<file path="config.mk">
export PLATFORM = sky130hd
export DESIGN_NAME = branch_predictor
export DESIGN_NICKNAME = d
export VERILOG_FILES = /design/src/rtl/branch_predictor.sv
export SDC_FILE = /design/constraint.sdc
export NUM_CORES = 1
export LEC_CHECK = 0
export ABC_AREA = 1
export CAP_MARGIN = 15
export CORE_AREA = 2 2 246 248
export DETAILED_ROUTE_END_ITERATION = 10
export DIE_AREA = 0 0 248 250
export PLACE_DENSITY = 0.83
export SLEW_MARGIN = 10
export SYNTH_ARGS = -nofsm -noshare
export SYNTH_HDL_FRONTEND = slang
export SYNTH_SLANG_ARGS = --single-unit
</file>
<file path="constraint.sdc">
create_clock -name clk_i -period 4.86 [get_ports clk_i]
set_input_delay 0.972 -clock clk_i [delete_from_list [all_inputs] [get_ports clk_i]]
set_output_delay 0.972 -clock clk_i [all_outputs]
set_load 0.02 [all_outputs]
</file>
<file path="src/rtl/branch_predictor.sv">
// Branch target buffer + pattern history table for the 5-stage pipeline.
// Combinational lookup on the IF PC; resolved outcomes from ID train the table and repair the GHR.
module branch_predictor #(
    parameter int ENTRIES = 16,
    parameter int TAG_W   = 8,
    parameter int CNT_W   = 2,
    parameter int GSHARE  = 0,
    parameter int GHR_W   = 4
) (
    input  logic             clk_i,
    input  logic             rst_i,
    input  logic [31:0]      lk_pc_i,
    output logic             lk_hit_o,
    output logic             lk_taken_o,
    output logic [31:0]      lk_target_o,
    output logic [GHR_W-1:0] lk_ghr_o,
    input  logic             upd_valid_i,
    input  logic [31:0]      upd_pc_i,
    input  logic [GHR_W-1:0] upd_ghr_i,
    input  logic             upd_is_jump_i,
    input  logic             upd_taken_i,
    input  logic [31:0]      upd_target_i,
    input  logic             upd_pred_taken_i,
    input  logic [31:0]      upd_pred_target_i,
    output logic             mispredict_o,
    output logic [31:0]      stat_lookups_o,
    output logic [31:0]      stat_mispred_o
);
    localparam int IDX_W = $clog2(ENTRIES);
    localparam int TAG_LO = IDX_W + 2;
    localparam logic [CNT_W-1:0] CNT_MAX = '1;
    localparam logic [CNT_W-1:0] CNT_WT  = CNT_W'(1) << (CNT_W - 1);
    localparam logic [CNT_W-1:0] CNT_WNT = CNT_WT - CNT_W'(1);

    typedef struct packed {
        logic             valid;
        logic [TAG_W-1:0] tag;
        logic [31:0]      target;
        logic [CNT_W-1:0] cnt;
    } entry_t;

    entry_t           r_tbl [ENTRIES];
    logic [GHR_W-1:0] r_ghr;
    logic [31:0]      r_stat_lookups;
    logic [31:0]      r_stat_mispred;

    // Zero-pad the histories so a short GHR still yields IDX_W index bits.
    logic [GHR_W+IDX_W-1:0] w_lk_hpad, w_upd_hpad;
    logic [IDX_W-1:0]       w_lk_idx, w_upd_idx;
    logic [TAG_W-1:0]       w_lk_tag, w_upd_tag;
    entry_t                 w_lk_ent, w_upd_ent;
    logic                   w_upd_hit;
    logic [CNT_W-1:0]       w_cnt_next;
    logic [GHR_W:0]         w_ghr_shift;
    logic                   w_unused;

    assign w_lk_hpad  = {{IDX_W{1'b0}}, r_ghr};
    assign w_upd_hpad = {{IDX_W{1'b0}}, upd_ghr_i};

    assign w_lk_idx  = lk_pc_i[IDX_W+1:2]  ^ ((GSHARE != 0) ? w_lk_hpad[IDX_W-1:0]  : '0);
    assign w_upd_idx = upd_pc_i[IDX_W+1:2] ^ ((GSHARE != 0) ? w_upd_hpad[IDX_W-1:0] : '0);
    assign w_lk_tag  = lk_pc_i[TAG_LO+TAG_W-1:TAG_LO];
    assign w_upd_tag = upd_pc_i[TAG_LO+TAG_W-1:TAG_LO];

    assign w_lk_ent  = r_tbl[w_lk_idx];
    assign w_upd_ent = r_tbl[w_upd_idx];

    assign lk_hit_o    = w_lk_ent.valid && (w_lk_ent.tag == w_lk_tag);
    assign lk_taken_o  = lk_hit_o && w_lk_ent.cnt[CNT_W-1];
    assign lk_target_o = lk_taken_o ? w_lk_ent.target : lk_pc_i + 32'd4;
    assign lk_ghr_o    = r_ghr;

    assign mispredict_o = upd_valid_i &&
                          ((upd_taken_i != upd_pred_taken_i) ||
                           (upd_taken_i && (upd_target_i != upd_pred_target_i)));

    assign w_upd_hit   = w_upd_ent.valid && (w_upd_ent.tag == w_upd_tag);
    assign w_ghr_shift = {upd_ghr_i, upd_taken_i};

    always_comb begin
        w_cnt_next = w_upd_ent.cnt;
        if (upd_is_jump_i)
            w_cnt_next = CNT_MAX;
        else if (upd_taken_i && w_upd_ent.cnt != CNT_MAX)
            w_cnt_next = w_upd_ent.cnt + CNT_W'(1);
        else if (!upd_taken_i && w_upd_ent.cnt != '0)
            w_cnt_next = w_upd_ent.cnt - CNT_W'(1);
    end

    always_ff @(posedge clk_i) begin
        if (rst_i) begin
            for (int i = 0; i < ENTRIES; i++) begin
                r_tbl[i].valid <= 1'b0;
                r_tbl[i].cnt   <= CNT_WNT;
            end
            r_ghr          <= '0;
            r_stat_lookups <= '0;
            r_stat_mispred <= '0;
        end else begin
            if (upd_valid_i) begin
                if (w_upd_hit) begin
                    r_tbl[w_upd_idx].cnt <= w_cnt_next;
                    if (upd_taken_i)
                        r_tbl[w_upd_idx].target <= upd_target_i;
                end else if (upd_taken_i) begin
                    r_tbl[w_upd_idx].valid  <= 1'b1;
                    r_tbl[w_upd_idx].tag    <= w_upd_tag;
                    r_tbl[w_upd_idx].target <= upd_target_i;
                    r_tbl[w_upd_idx].cnt    <= upd_is_jump_i ? CNT_MAX : CNT_WT;
                end
                // History rebuilt from the instruction's own snapshot: repairs after a mispredict.
                if (!upd_is_jump_i)
                    r_ghr <= w_ghr_shift[GHR_W-1:0];
            end
            if (r_stat_lookups != '1)
                r_stat_lookups <= r_stat_lookups + 32'd1;
            if (mispredict_o && r_stat_mispred != '1)
                r_stat_mispred <= r_stat_mispred + 32'd1;
        end
    end

    assign stat_lookups_o = r_stat_lookups;
    assign stat_mispred_o = r_stat_mispred;

    assign w_unused = ^{lk_pc_i, upd_pc_i, w_lk_hpad, w_upd_hpad, w_ghr_shift};
endmodule

</file>
* Word-level counts from Yosys, hierarchy flattened
Memory sizes are Yosys's and may differ from the RTL's.
Index checks and enable logic that the tools add are counted.
** Operators by class
- Bitwise gates (word level) :: 3
- Muxes and demuxes :: 25
- Eq/ne operators :: 7
- Reductions and logical operators :: 13
- $add $sub $neg :: 5
** Operators by type and width (count)
- adder 32 x 1 -> 32 bit, second input constant :: 2
- 2-to-1 mux 32 bit :: 2
- != test 32 bit, second input constant :: 2
- 2-to-1 mux 43 bit :: 1
- OR reduction 43 bit :: 1
- adder 32 x 3 -> 32 bit, second input constant :: 1
- != test 32 bit :: 1
- equality test 8 bit :: 2
- 2-to-1 mux 1 bit :: 16
- logical AND 1 bit :: 8
- 2-to-1 mux 2 bit :: 4
- 2-to-1 mux 4 bit :: 2
- adder 2 x 1 -> 2 bit, second input constant :: 1
- != test 2 bit, second input constant :: 1
- bitwise OR 1 bit :: 2
- AND reduction 2 bit :: 1
- nonzero test 2 bit :: 1
- subtractor 2 x 1 -> 2 bit, second input constant :: 1
- logical NOT 1 bit :: 1
- logical OR 1 bit :: 1
- != test 1 bit :: 1
- inverter 1 bit :: 1
** Word-level totals
- Output and inout bits :: 103
- Bits in registers :: 68
- Memories :: 1
- RAM bits :: 688
** Memory list
- r_tbl :: words 16, width 43, read ports 2, clocked after Yosys merged registers in 0, write ports 16, line 42 : entry_t r_tbl [ENTRIES];

* Longest topological paths before layout
An unclocked memory read counts as a cell.
- Word-level depth :: 10
- Depth in mapped cells :: 19
- Depth with buffers taken out :: 16

* Least setup slack after synthesis
No wires, ideal clock.
- Path kind :: input port to flip-flop
- From :: input rst_i
- To :: memory r_tbl[0][34] (netlist bit) (enable)
- Stages on the path :: 7
- Data required time :: 4.535 ns
- Arrival time :: 3.657 ns
- Setup time :: 0.325 ns
- Path slack :: 0.878 ns
- Cell sequence :: clkbuf_1 -> nor2_1 -> nand2_1 -> clkbuf_1 -> nor2_1 -> nand2_1 -> inv_1
** RTL lines
- from (decl) :: line 11 : input logic rst_i,
- to (decl) :: line 42

* Worst setup path after layout
- From :: input lk_pc_i[5]
- To :: output lk_target_o[14]
** On the way
- Word-level cells in the longest chain between the ends :: 5
- Elaborated cells between the ends (all ways) :: 6
- Those cells by class :: add/sub (1); eq/ne (1); mux (1); reduce/logical (2); memory (1)
** RTL lines
- from (decl) :: line 12 : input logic [31:0] lk_pc_i,
- memory (16 x 43 bit)
- equality test 8 bit :: line 68 : assign lk_hit_o = w_lk_ent.valid && (w_lk_ent.tag == w_lk_tag);
- logical AND 1 bit :: line 68
- logical AND 1 bit :: line 69 : assign lk_taken_o = lk_hit_o && w_lk_ent.cnt[CNT_W-1];
- 2-to-1 mux 32 bit (*) :: line 70 : assign lk_target_o = lk_taken_o ? w_lk_ent.target : lk_pc_i + 32'd4;
- to (decl) :: line 15 : output logic [31:0] lk_target_o,
Every way passes the cells marked *; elsewhere a longest branch is shown, timed or not.

==> flow_summary.ini <==
[finish]
final_cells = 4603
drive_gt1_share_pct = 8.87
postLayoutCoreUtil_pct = 69.1
final_area_um2 = 41100
finish.net_count = 3904
syn_to_final_growth_pct = 18.7

[min_path]
hp-class = reg -> reg

[critical_path]
critPathKind = in -> out
r2r_setup_slack_ns = 2.05
cp.required_ns = 3.89
endpoint = lk_target_o[14]
crit_start = lk_pc_i[5]
r2r_cells = 13
endpoint_kind = primary output
worstPathArrival_ns = 3.78
cp_max_fo = 27
reg2reg_to = stat_lookups_o[31]
crit_path_start_kind = primary input
reg2reg_from = stat_lookups_o[0]

[floorplanning]
start_util_pct = 58.2
core-area_um2 = 59600
die_area_um2 = 62000
ioPinCount = 241
die_y_um = 250
rows = 90
die_width_um = 248

[synthesis]
synthArstFlopShare_pct = 0
synth_seq_cells = 756
synthTopCellsByCount = nand2_1 (768), edfxtp_1 (672), nor2_1 (467), o21ai_0 (392), inv_1 (216)
avgSynthCellArea_um2 = 9.94
synth_cell_type_count = 49
synth_area_leaders = edfxtp_1 (58%), nand2_1 (8.3%), o21ai_0 (5.7%)
yosysWarningCount = 0
yosysMostFrequentCell = nand2_1
synth_edf_count = 672
synth_fp_nets = 3631
ys.flop_type = edfxtp_1
postSynthCellCount = 3488
synth_seq_area_share_pct = 63.1
synth_top_area_share_pct = 58.2
syn_area_um2 = 34700
yosysTopAreaCell = edfxtp_1

[place]
placedCellCount = 4461
place_area_um2 = 38600
io_buffers = 219
hpwl_um = 60700
gp_congestion = 0.941

[routing]
drc = 0
drtIter0Drc = 4359
via_count = 28317
viasPerCell = 6.15
drtAntennaViolNets = 0
wirelength_um = 98400
avgRoutedWirePerCell_um = 21.4
dr.pass1.iters = 6

[run]
maxCapViolCount = 0

[power]
clock_power_share_pct = 40.7
p_leak_nw = 15.2
switchingPower_mw = 3.31
pwr_density_cell_nw_per_um2 = 345
vdd_drop_max_mv = 0.412
seq_power_share_pct = 50.2
power.total_mw = 14.2
comb_power_share_pct = 9.1
p_int_mw = 10.9
switching_share_pct = 23.3

[sta]
worstMarginPinSlew_ns = 1.03
final-hold-violation-count = 0
setup_viol = 0
slew_viol_final = 0
hold_slack_ns = 0.476
period_share_pct = 97.8
fmax_mhz = 210
post-route-min-period_ns = 4.75
finalClockSkew_ns = 0.0176
relSlewSlack_pct = 31.6

[clock_network]
cts_made_buffers = 75
clk_pin_slew_ns = 0.06
cts_tree = built
cts_num_sinks = 756
clock_path_buffers = 3
holdBufCountCts = 0
htree_levels = 3
clk_latency_ns = 0.62
cts_root_buffer = clkbuf_16

[global_routing]
grt_max_degree = 107
grt_pass1_wl_um = 148000
grt_pass1_vias = 26797
antenna_found_initial = 2
gr-total-overflow = 0
grt_usage_pct = 31.1

[run_status]
status = finished clean
## final cells by class
| class | count | area, µm² |
|---|---|---|
| clock buffers | 92 | 2020 |
| clock inverters | 44 | 432 |
| multi-input cells | 2311 | 11300 |
| diodes | 1 | 2.50 |
| repair buffers | 394 | 3750 |
| flip-flops and latches | 756 | 21900 |
| well taps | 782 | 978 |
| fillers | 4081 | 18400 |
| inverters | 223 | 847 |
## worst max-delay path: stages
cell and delay (ns):
clkdlybuf4s50_1 0.46, buf_4 0.16, inv_2 0.10, nor2_4 0.08, buf_4 0.15, buf_4 0.17, nand2_1 0.08, o21ai_0 0.13
a31oi_4 0.27, buf_4 0.18, buf_12 0.17, nand4_1 0.15, nand2_1 0.11, clkdlybuf4s50_1 0.60
## worst min path at each step
| stage | from | endpoint | slack [ns] | depth (start not counted) |
|---|---|---|---|---|
| after detailed placement | r_tbl[3][42] | r_tbl[3][42] | 0.46 | 2 |
| after global placement | r_tbl[3][42] | r_tbl[3][42] | 0.45 | 2 |
| after floorplan | r_tbl[0][42] | r_tbl[0][42] | 0.44 | 2 |
| after global routing | stat_mispred_o[31] | stat_mispred_o[31] | 0.50 | 2 |
| final | r_tbl[3][42] | r_tbl[3][42] | 0.48 | 2 |
| after CTS | r_tbl[3][42] | r_tbl[3][42] | 0.47 | 2 |
## placed cells by master, fill, tap and decap left out, types with 4 or more instances in the layout
| master | count |
|---|---|
| o221ai_1 | 47 |
| a22oi_1 | 17 |
| a21oi_1 | 108 |
| buf_4 | 158 |
| dfxtp_1 | 84 |
| o21ai_1 | 11 |
| nor4_1 | 13 |
| nor3_1 | 31 |
| dlygate4sd2_1 | 5 |
| clkbuf_16 | 77 |
| o22ai_1 | 90 |
| clkdlybuf4s50_1 | 185 |
| clkinv_1 | 19 |
| inv_1 | 215 |
| nand3_1 | 117 |
| xnor2_1 | 28 |
| xor2_1 | 55 |
| nor2_4 | 20 |
| inv_2 | 6 |
| o211ai_1 | 36 |
| nand4_1 | 84 |
| clkbuf_1 | 11 |
| buf_12 | 14 |
| o21ai_0 | 392 |
| edfxtp_1 | 672 |
| or2_2 | 5 |
| nand2_1 | 767 |
| bufinv_16 | 7 |
| nor2_2 | 4 |
| clkbuf_8 | 5 |
| nor2_1 | 447 |
| clkinv_8 | 4 |
| dlymetal6s2s_1 | 24 |
| ha_1 | 5 |
| clkinv_2 | 10 |
## repair_timing
action	CTS	global route
setup buffers	0	5
gates resized for setup	9	31
setup endpoints to repair	20	29
pin swaps	0	2
gates cloned	0	0
## power by group through the flow
stage | logic, mW | registers, mW | clock network [mW]
after detailed placement | 1.24 | 7.28 | 0
after floorplan | 0.657 | 7.28 | 0
after global placement | 1.21 | 7.27 | 0
after global routing | 1.38 | 7.14 | 6.05
final | 1.29 | 7.14 | 5.78
after CTS | 1.25 | 7.14 | 5.80
## routing by layer
metal	track usage [%]	part of all wire, %	wire, µm	up-vias
met5	0	0.015	15	-
met4	13.4	3.9	3820	2
met3	5.87	12	11800	298
met2	49.0	47	46000	1947
met1	42.3	37	36800	13316
li1	-	-	-	12754
## registers in the layout (all words and copies together) (netlist names)
| register | count |
|---|---|
| stat_lookups_o | 32 |
| stat_mispred_o | 32 |
| lk_ghr_o | 4 |
| r_tbl | 688 |
## metrics by stage
stage	setup TNS, ns	worst slack (ns)
after floorplan	0	0.878
after global placement	-0.137	-0.0651
after detailed placement	-0.336	-0.0958
after CTS	-0.00955	-0.00402
after global routing	-0.0163	-0.0163
final	0	0.107
## kinds of logic (layout without fill, tap and decap cells)
| group | count (synthesis) | in the layout | share of synthesized area [%] |
|---|---|---|---|
| XOR/XNOR | 83 | 83 | 2.10 |
| AND/OR/NAND/NOR | 1509 | 1509 | 18.0 |
| buffers and inverters | 421 | 753 | 4.98 |
| flip-flops | 756 | 756 | 63.1 |
| adder cells (fa/ha/maj) | 5 | 5 | 0.180 |
| other | 0 | 1 | 0 |
| AO/OA/AOI/OAI | 714 | 714 | 11.7 |
(Power assumes the default switching activity.)
